===== src/rtl/sar_adc_pkg.sv =====
// Shared types and constants for the 4-bit SAR ADC controller.
package sar_adc_pkg;

  localparam int unsigned DAC_BITS = 4;
  localparam logic [DAC_BITS-1:0] DIV_MIN = 4'd2;

  typedef enum logic [1:0] {
    IDLE,
    TRIAL,
    DONE
  } state_e;

endpackage


===== src/rtl/cmp_sync.sv =====
// Multi-flop synchronizer for the asynchronous comparator output.
module cmp_sync #(
  parameter int unsigned DEPTH = 2
) (
  input  logic clk,
  input  logic n_rst,
  input  logic d,
  output logic q
);

  logic [DEPTH-1:0] sync_q;

  always_ff @(posedge clk or negedge n_rst) begin
    if (!n_rst) begin
      sync_q <= '0;
    end else begin
      sync_q <= {sync_q[DEPTH-2:0], d};
    end
  end

  assign q = sync_q[DEPTH-1];

endmodule


===== src/rtl/sar_adc_4b_control.sv =====
// Successive-approximation controller: one DAC bit resolved per step of div+1 clocks.
module sar_adc_4b_control
  import sar_adc_pkg::*;
#(
  parameter int unsigned SYNC_STAGES = 2,
  parameter int unsigned DIV_RESET   = 9
) (
  input  logic                clk,
  input  logic                n_rst,
  input  logic                start,
  input  logic                continuous,
  input  logic                load_divider,
  input  logic [DAC_BITS-1:0] data,
  input  logic                cmp_in,
  output logic [DAC_BITS-1:0] dac_code,
  output logic [DAC_BITS-1:0] result,
  output logic                valid,
  output logic                busy
);

  localparam logic [DAC_BITS-1:0] DivInit = DAC_BITS'(DIV_RESET);

  state_e              state_q, state_d;
  logic [DAC_BITS-1:0] dac_q, dac_d;
  logic [DAC_BITS-1:0] result_q, result_d;
  logic [DAC_BITS-1:0] div_q, div_d;
  logic [DAC_BITS-1:0] cnt_q, cnt_d;
  logic [1:0]          bit_idx_q, bit_idx_d;
  logic                valid_q, valid_d;
  logic                start_q;
  logic                cmp_s;
  logic                tick;

  cmp_sync #(
    .DEPTH(SYNC_STAGES)
  ) u_cmp_sync (
    .clk  (clk),
    .n_rst(n_rst),
    .d    (cmp_in),
    .q    (cmp_s)
  );

  assign tick = (cnt_q == div_q);

  always_comb begin
    state_d   = state_q;
    dac_d     = dac_q;
    result_d  = result_q;
    div_d     = div_q;
    cnt_d     = cnt_q;
    bit_idx_d = bit_idx_q;
    valid_d   = 1'b0;
    case (state_q)
      IDLE: begin
        // Loaded divider takes effect for a coincident start as well.
        if (load_divider) begin
          div_d = (data < DIV_MIN) ? DIV_MIN : data;
        end
        if (start && !start_q) begin
          state_d   = TRIAL;
          dac_d     = 4'b1000;
          bit_idx_d = 2'd3;
          cnt_d     = '0;
        end
      end
      TRIAL: begin
        cnt_d = tick ? '0 : cnt_q + 4'd1;
        if (tick) begin
          if (!cmp_s) begin
            dac_d[bit_idx_q] = 1'b0;
          end
          if (bit_idx_q != 2'd0) begin
            dac_d[bit_idx_q - 2'd1] = 1'b1;
            bit_idx_d               = bit_idx_q - 2'd1;
          end else begin
            state_d = DONE;
          end
        end
      end
      DONE: begin
        result_d = dac_q;
        valid_d  = 1'b1;
        if (continuous) begin
          state_d   = TRIAL;
          dac_d     = 4'b1000;
          bit_idx_d = 2'd3;
          cnt_d     = '0;
        end else begin
          state_d = IDLE;
        end
      end
      default: state_d = IDLE;
    endcase
  end

  always_ff @(posedge clk or negedge n_rst) begin
    if (!n_rst) begin
      state_q   <= IDLE;
      dac_q     <= '0;
      result_q  <= '0;
      div_q     <= DivInit;
      cnt_q     <= '0;
      bit_idx_q <= '0;
      valid_q   <= 1'b0;
      start_q   <= 1'b0;
    end else begin
      state_q   <= state_d;
      dac_q     <= dac_d;
      result_q  <= result_d;
      div_q     <= div_d;
      cnt_q     <= cnt_d;
      bit_idx_q <= bit_idx_d;
      valid_q   <= valid_d;
      start_q   <= start;
    end
  end

  assign dac_code = dac_q;
  assign result   = result_q;
  assign valid    = valid_q;
  assign busy     = (state_q != IDLE);

endmodule


===== config.mk =====
export PLATFORM = sky130hd
export DESIGN_NAME = sar_adc_4b_control
export DESIGN_NICKNAME = d
export VERILOG_FILES = /design/src/rtl/sar_adc_pkg.sv /design/src/rtl/cmp_sync.sv /design/src/rtl/sar_adc_4b_control.sv
export SDC_FILE = /design/constraint.sdc
export NUM_CORES = 1
export LEC_CHECK = 0
export BUFFER_PORTS_ARGS = -buffer_cell sky130_fd_sc_hd__buf_2
export CAP_MARGIN = 0
export CORE_ASPECT_RATIO = 0.8
export CORE_MARGIN = 2
export CORE_UTILIZATION = 54
export DETAILED_ROUTE_END_ITERATION = 10
export PLACE_DENSITY = 0.77
export SLEW_MARGIN = 0
export SYNTH_ARGS = -nofsm -noshare
export SYNTH_HDL_FRONTEND = slang
export SYNTH_SLANG_ARGS = --single-unit

===== constraint.sdc =====
create_clock -name clk -period 2.2 [get_ports clk]
set_input_delay 0.11 -clock clk [delete_from_list [all_inputs] [get_ports clk]]
set_output_delay 0.11 -clock clk [all_outputs]
set_load 0.01 [all_outputs]

* Yosys cells after proc, flatten, opt, wreduce, memory -nomap -nowiden
Index checks and enable logic that the tools add are counted. Widths: inputs -> output; s select.
Word-level totals: register bits after elaboration 24, bits in latches 0, memory bits (writable) 0, bits in read-only memories 0, input port bits 10, output and inout port bits 10, logic and storage cells 68, memories kept 0
Cells by class: add/subtract/negate cells 2, $mul 0, divide/modulo/power cells 0, $lt $le $gt $ge 5, eq/ne operators 8, shifts and indexed selects 0, mux-type cells 28, bitwise operators 3, reduce and logical (&&, ||, !) cells 13
Operator list (count):
- $mux 4 | 11
- $pmux 4 s3 | 2
- $mux 2 | 7
- $pmux 2 s3 | 2
- $ne 2x2->1 const B | 5
- $lt 2x3->1 const B | 2
- $reduce_and 3->1 | 2
- $reduce_and 5->1 | 1
- $add 4x1->4 const B | 1
- $and 4x4->4 | 1
- $demux 1 s2 | 2
- $eq 4x4->1 | 1
- $ge 2x1->1 const B | 2
- $lt 4x2->1 const B | 1
- $mux 1 | 4
- $not 4->4 | 1
- $or 4x4->4 | 1
- $reduce_and 4->1 | 1
- $reduce_bool 2->1 | 2
- $logic_and 1x1->1 | 3
- $reduce_bool 3->1 | 1
- $eq 2x1->1 const B | 1
- $eq 2x2->1 const B | 1
- $logic_not 2->1 | 1
- other kinds (3) | 3

* Depth between registers and ports, before layout
depth after elaboration 13, depth in mapped cells 6, depth with buffers taken out 6

* Hierarchy
A second synthesis with hierarchy kept.
Unflattened totals: cells, all modules 116, area, all modules 1201.2 µm²
By module, submodules not included:
- sar_adc_4b_control | times used 1, cells each 114, area each 1151.1 µm², seq. area each 553.0 µm²
- cmp_sync | times used 1, cells each 2, area each 50.0 µm², seq. area each 50.0 µm²

* Least setup slack after synthesis
No wires, ideal clock.
path type flip-flop to flip-flop, from register div_q[0], to register bit_idx_q[0], arrival time 1.461 ns, slack 0.602 ns, stages on the path, launching flop included 5, clock period less this slack 1.598 ns, cells stage by stage dfstp_2 > xor2_1 > or4_4 > o32ai_2 > a31oi_1
Between the ends: cells in the longest elaborated chain, start to end 3
Ends and longest elaborated chain:
- start: declaration | line sar_adc_4b_control.sv:26 | logic [DAC_BITS-1:0] div_q, div_d;
- start signal: assignment | line sar_adc_4b_control.sv:101 | div_q <= DivInit;
- start signal: assignment | line sar_adc_4b_control.sv:110 | div_q <= div_d;
- $eq 4x4->1 | line sar_adc_4b_control.sv:43 | assign tick = (cnt_q == div_q);
- $ne 2x2->1 (no line)
- $reduce_and 5->1 (no line)
- end signal: assignment | line sar_adc_4b_control.sv:112 | bit_idx_q <= bit_idx_d;
- end: declaration | line sar_adc_4b_control.sv:28 | logic [1:0] bit_idx_q, bit_idx_d;
Every way passes these cells. A chain may end at the register's enable or synchronous reset.

* Worst setup path after layout
from register cnt_q[0], to register cnt_q[2]
Between the ends: cells in the longest elaborated chain, start to end 3, elaborated cells between the ends (all ways) 4
Ends and longest elaborated chain:
- start: declaration | line sar_adc_4b_control.sv:27 | logic [DAC_BITS-1:0] cnt_q, cnt_d;
- start signal: assignment | line sar_adc_4b_control.sv:111 | cnt_q <= cnt_d;
- $add 4x1->4 or $eq 4x4->1 (tied branches) | line sar_adc_4b_control.sv:67, sar_adc_4b_control.sv:43
- $mux 4 * | line sar_adc_4b_control.sv:67 | cnt_d = tick ? '0 : cnt_q + 4'd1;
- $pmux 4 s3 * | line sar_adc_4b_control.sv:53 | case (state_q)
Every way passes the cells marked *; elsewhere a longest branch is shown, timed or not.

==> run_results.csv <==
group,metric,value,unit
critical_path,crit_chain,"xor2_1 > o41ai_2 > o21ai_1 > a21o_1",
synth,yosys-top-cells-count,"nand2_1, dfrtp_1, ha_1, nor2_1, inv_1",
synth,synth.largest_area_cell,"dfrtp_1",
synth,synth_warnings,0,
critical_path,worst_setup_path_start_kind,"flop",
sta,hold_viol,0,
synth,synth_top_area_share,46.2,%
synth,synth_fp_nets,134,
global_routing,grt_pass1_wl,4.20,mm
floorplanning,die_area,0.00260,mm²
critical_path,cp_slowest_stage_delay,0.66,ns
cts,cts-root-buf,"clkbuf_4",
cts,clock-sinks,24,
synth,synthesis.area,0.00119,mm²
critical_path,cp_max_fo,7,
critical_path,crit_slowest_cell,"o41ai_2",
final_layout,area_growth,18.7,%
cts,cts_setup_buffers,0,
detailed_routing,remaining_drc_errors,0,
final_layout,final_core_util,66.7,%
sta,slew_violations,0,
synth,ys_ff_latch,24,
final_layout,finalNetCount,162,
placed_design,place_area,0.00132,mm²
detailed_routing,vias,966,
power,vdd_ir_drop_max,894,µV
floorplanning,rows,15,
final_layout,fin_area,0.00142,mm²
final_layout,layout-drive-gt1-share,22.8,%
placed_design,hpwl,1.82,mm
synth,synth_edf_count,0,
final_layout,num_antenna_cells,0,
sta,fmax,575,MHz
synth,synthDistinctLibCells,38,
sta,setup_slack,0.462,ns
cts,clk_path_buf_depth,2,
sta,final.setup.tns,0,ns
run,drv_cap,0,
status,outcome,"finished clean",
global_routing,grt_pass1_vias,914,
critical_path,worstSetupEndpointType,"flop",
detailed_routing,drtAntennaViolNets,0,
synth,ys_seq_area_share,50.6,%
synth,ys_async_sr_fraction,100,%
floorplanning,num_io_pins,20,
placed_design,dp_slack,0.488,ns
sta,grt_setup_unrepaired,"no",
synth,post-synth-top-count-cell,"nand2_1",
power,power-per-cell-area,1290,mW/mm²
placed_design,gp_congestion,0.735,
floorplanning,fp.dieW,56.5,µm
sta,period_needed,1.74,ns
global_routing,grtUsageTotal,21.9,%
synth,postSynthCellCount,118,
synth,avgSynthCellArea,10.1,µm²
floorplanning,start_util,56.2,%
detailed_routing,routed_wl,2.60,mm
power,p_leak,0.704,nW
sta,setup-violations-final,0,
floorplanning,core_area,0.00212,mm²
detailed_routing,drtPass1Iterations,4,
detailed_routing,via_per_inst,5.68,
critical_path,cp.required,2.43,ns
global_routing,antenna_found_initial,0,
cts,htreeDepth,1,
critical_path,arrival,1.97,ns
cts,cts_resized,0,
sta,fin_skew,0.00308,ns
floorplanning,die_h,46.0,µm
global_routing,grt_max_degree,25,
global_routing,overflow,0,
synth,synthTopCellsByArea,"dfrtp_1, nand2_1, ha_1",
cts,cts_tree,"done",
cts,cts-buffers-inserted,3,
synth,synthFlopType,"dfrtp_1",
sta,worst_pin_slew,0.647,ns
min_path,hold_path.class,"input port to flop",
cts,clk_pin_slew,0.14,ns
final_layout,fillers,172,
detailed_routing,drtIter0Drc,59,
sta,finalCritPeriodShare,79.0,%
detailed_routing,wl_per_cell,15.3,µm
cts,clock_latency,0.32,ns
sta,maxSlewHeadroom,56.4,%
placed_design,portBuffers,19,
power,power,0.00183,W
critical_path,worstSetupPathType,"flop to flop",
[final timing paths]
path	slack, ns	to	cells after the start	startpoint
worst min-delay path	0.04	state_q[0]$_DFFE_PN0P_	3	continuous
worst max-delay path	0.46	cnt_q[2]$_DFFE_PN0P_	4	cnt_q[0]$_DFFE_PN0P_
min in group asynchronous	0.29	result[2]$_DFFE_PN0N_	2	n_rst
worst max register to register	0.46	cnt_q[2]$_DFFE_PN0P_	4	cnt_q[0]$_DFFE_PN0P_
max in group asynchronous	1.54	div_q[3]$_DFFE_PN1P_	2	n_rst
worst min register to register	0.36	u_cmp_sync.sync_q[1]$_DFF_PN0_	0	u_cmp_sync.sync_q[0]$_DFF_PN0_
[critical path: cells and delay by family (launching register included)]
family | cells | cell delay (ns)
xor gates and xnor gates | 1 | 0.21
AOI/OAI and AO/OA | 3 | 0.97
DFF | 1 | 0.47
[power by group]
| group | leakage, nW | internal [W] | total (W) | switching, W |
|---|---|---|---|---|
| combinational | 0.386 | 0.000331 | 0.000756 | 0.000425 |
| clock | 0.0279 | 0.000184 | 0.000324 | 0.000140 |
| sequential | 0.290 | 0.000595 | 0.000747 | 0.000153 |
| total | 0.704 | 0.00111 | 0.00183 | 0.000718 |
[per-stage QoR]
step,hold slack [ns],instances
after floorplan,-0.186,118
after global placement,0.114,162
after detailed placement,0.118,162
after CTS,0.0245,170
after global routing,0.0266,170
final,0.0365,170
[state kept, by name, summed over array words and instances (netlist names)]
name	cells
cnt_q	4
dac_code	4
div_q	4
result	4
bit_idx_q	2
state_q	2
u_cmp_sync.sync_q	2
start_q	1
valid	1
[cell families (layout without fill, tap and decap cells)]
| kind of cell | count (synthesis) | count (layout) | share of synthesized area (%) |
|---|---|---|---|
| adder cells (fa/ha/maj) | 6 | 6 | 6.30 |
| XOR/XNOR | 4 | 4 | 2.94 |
| multiplexers | 2 | 2 | 1.89 |
| AO/OA/AOI/OAI | 25 | 25 | 15.8 |
| buffers and inverters | 7 | 34 | 2.20 |
| AND/OR/NAND/NOR | 50 | 50 | 20.3 |
| flip-flops | 24 | 24 | 50.6 |
[per-layer routing]
metal	share of wire (%)	GRT usage (%)	vias to the layer above
li1	-	-	468
met1	45	29.1	456
met2	48	35.6	36
met3	5.2	5.68	6
met4	1.4	7.14	0
met5	0	0	-
[cell usage in the layout (no fill, tap or decap), types with 2 or more instances in the layout]
master	synthesis	final
nand2_1	27	27
dfrtp_1	22	22
buf_2	0	19
nor2_1	6	6
ha_1	6	6
inv_1	5	5
xor2_1	4	4
a21oi_1	4	4
dlygate4sd3_1	0	4
nand2b_1	3	3
o21ai_1	3	3
o21ai_0	3	3
clkbuf_4	0	3
mux2_2	2	2
nor2b_1	2	2
nand3_1	2	2
o2bb2ai_1	2	2
nor3_1	2	2
o211ai_1	2	2
dfstp_2	2	2
[timing repair]
item,in CTS,in global routing
endpoints found under the setup margin,0,0
hold endpoints to repair,25,0
hold buffers,4,0
[final cells by class]
class / count / area (µm²) / share of cell area [%]
Sequential cell: 24 / 603 / 42.6
Multi-Input combinational cell: 87 / 563 / 39.8
Timing Repair Buffer: 24 / 143 / 10.1
Tap cell: 25 / 31.3 / 2.21
Clock inverter: 1 / 30.0 / 2.12
Clock buffer: 3 / 22.5 / 1.59
Inverter: 6 / 22.5 / 1.59
No activity file was read; power rests on OpenSTA's default activity.
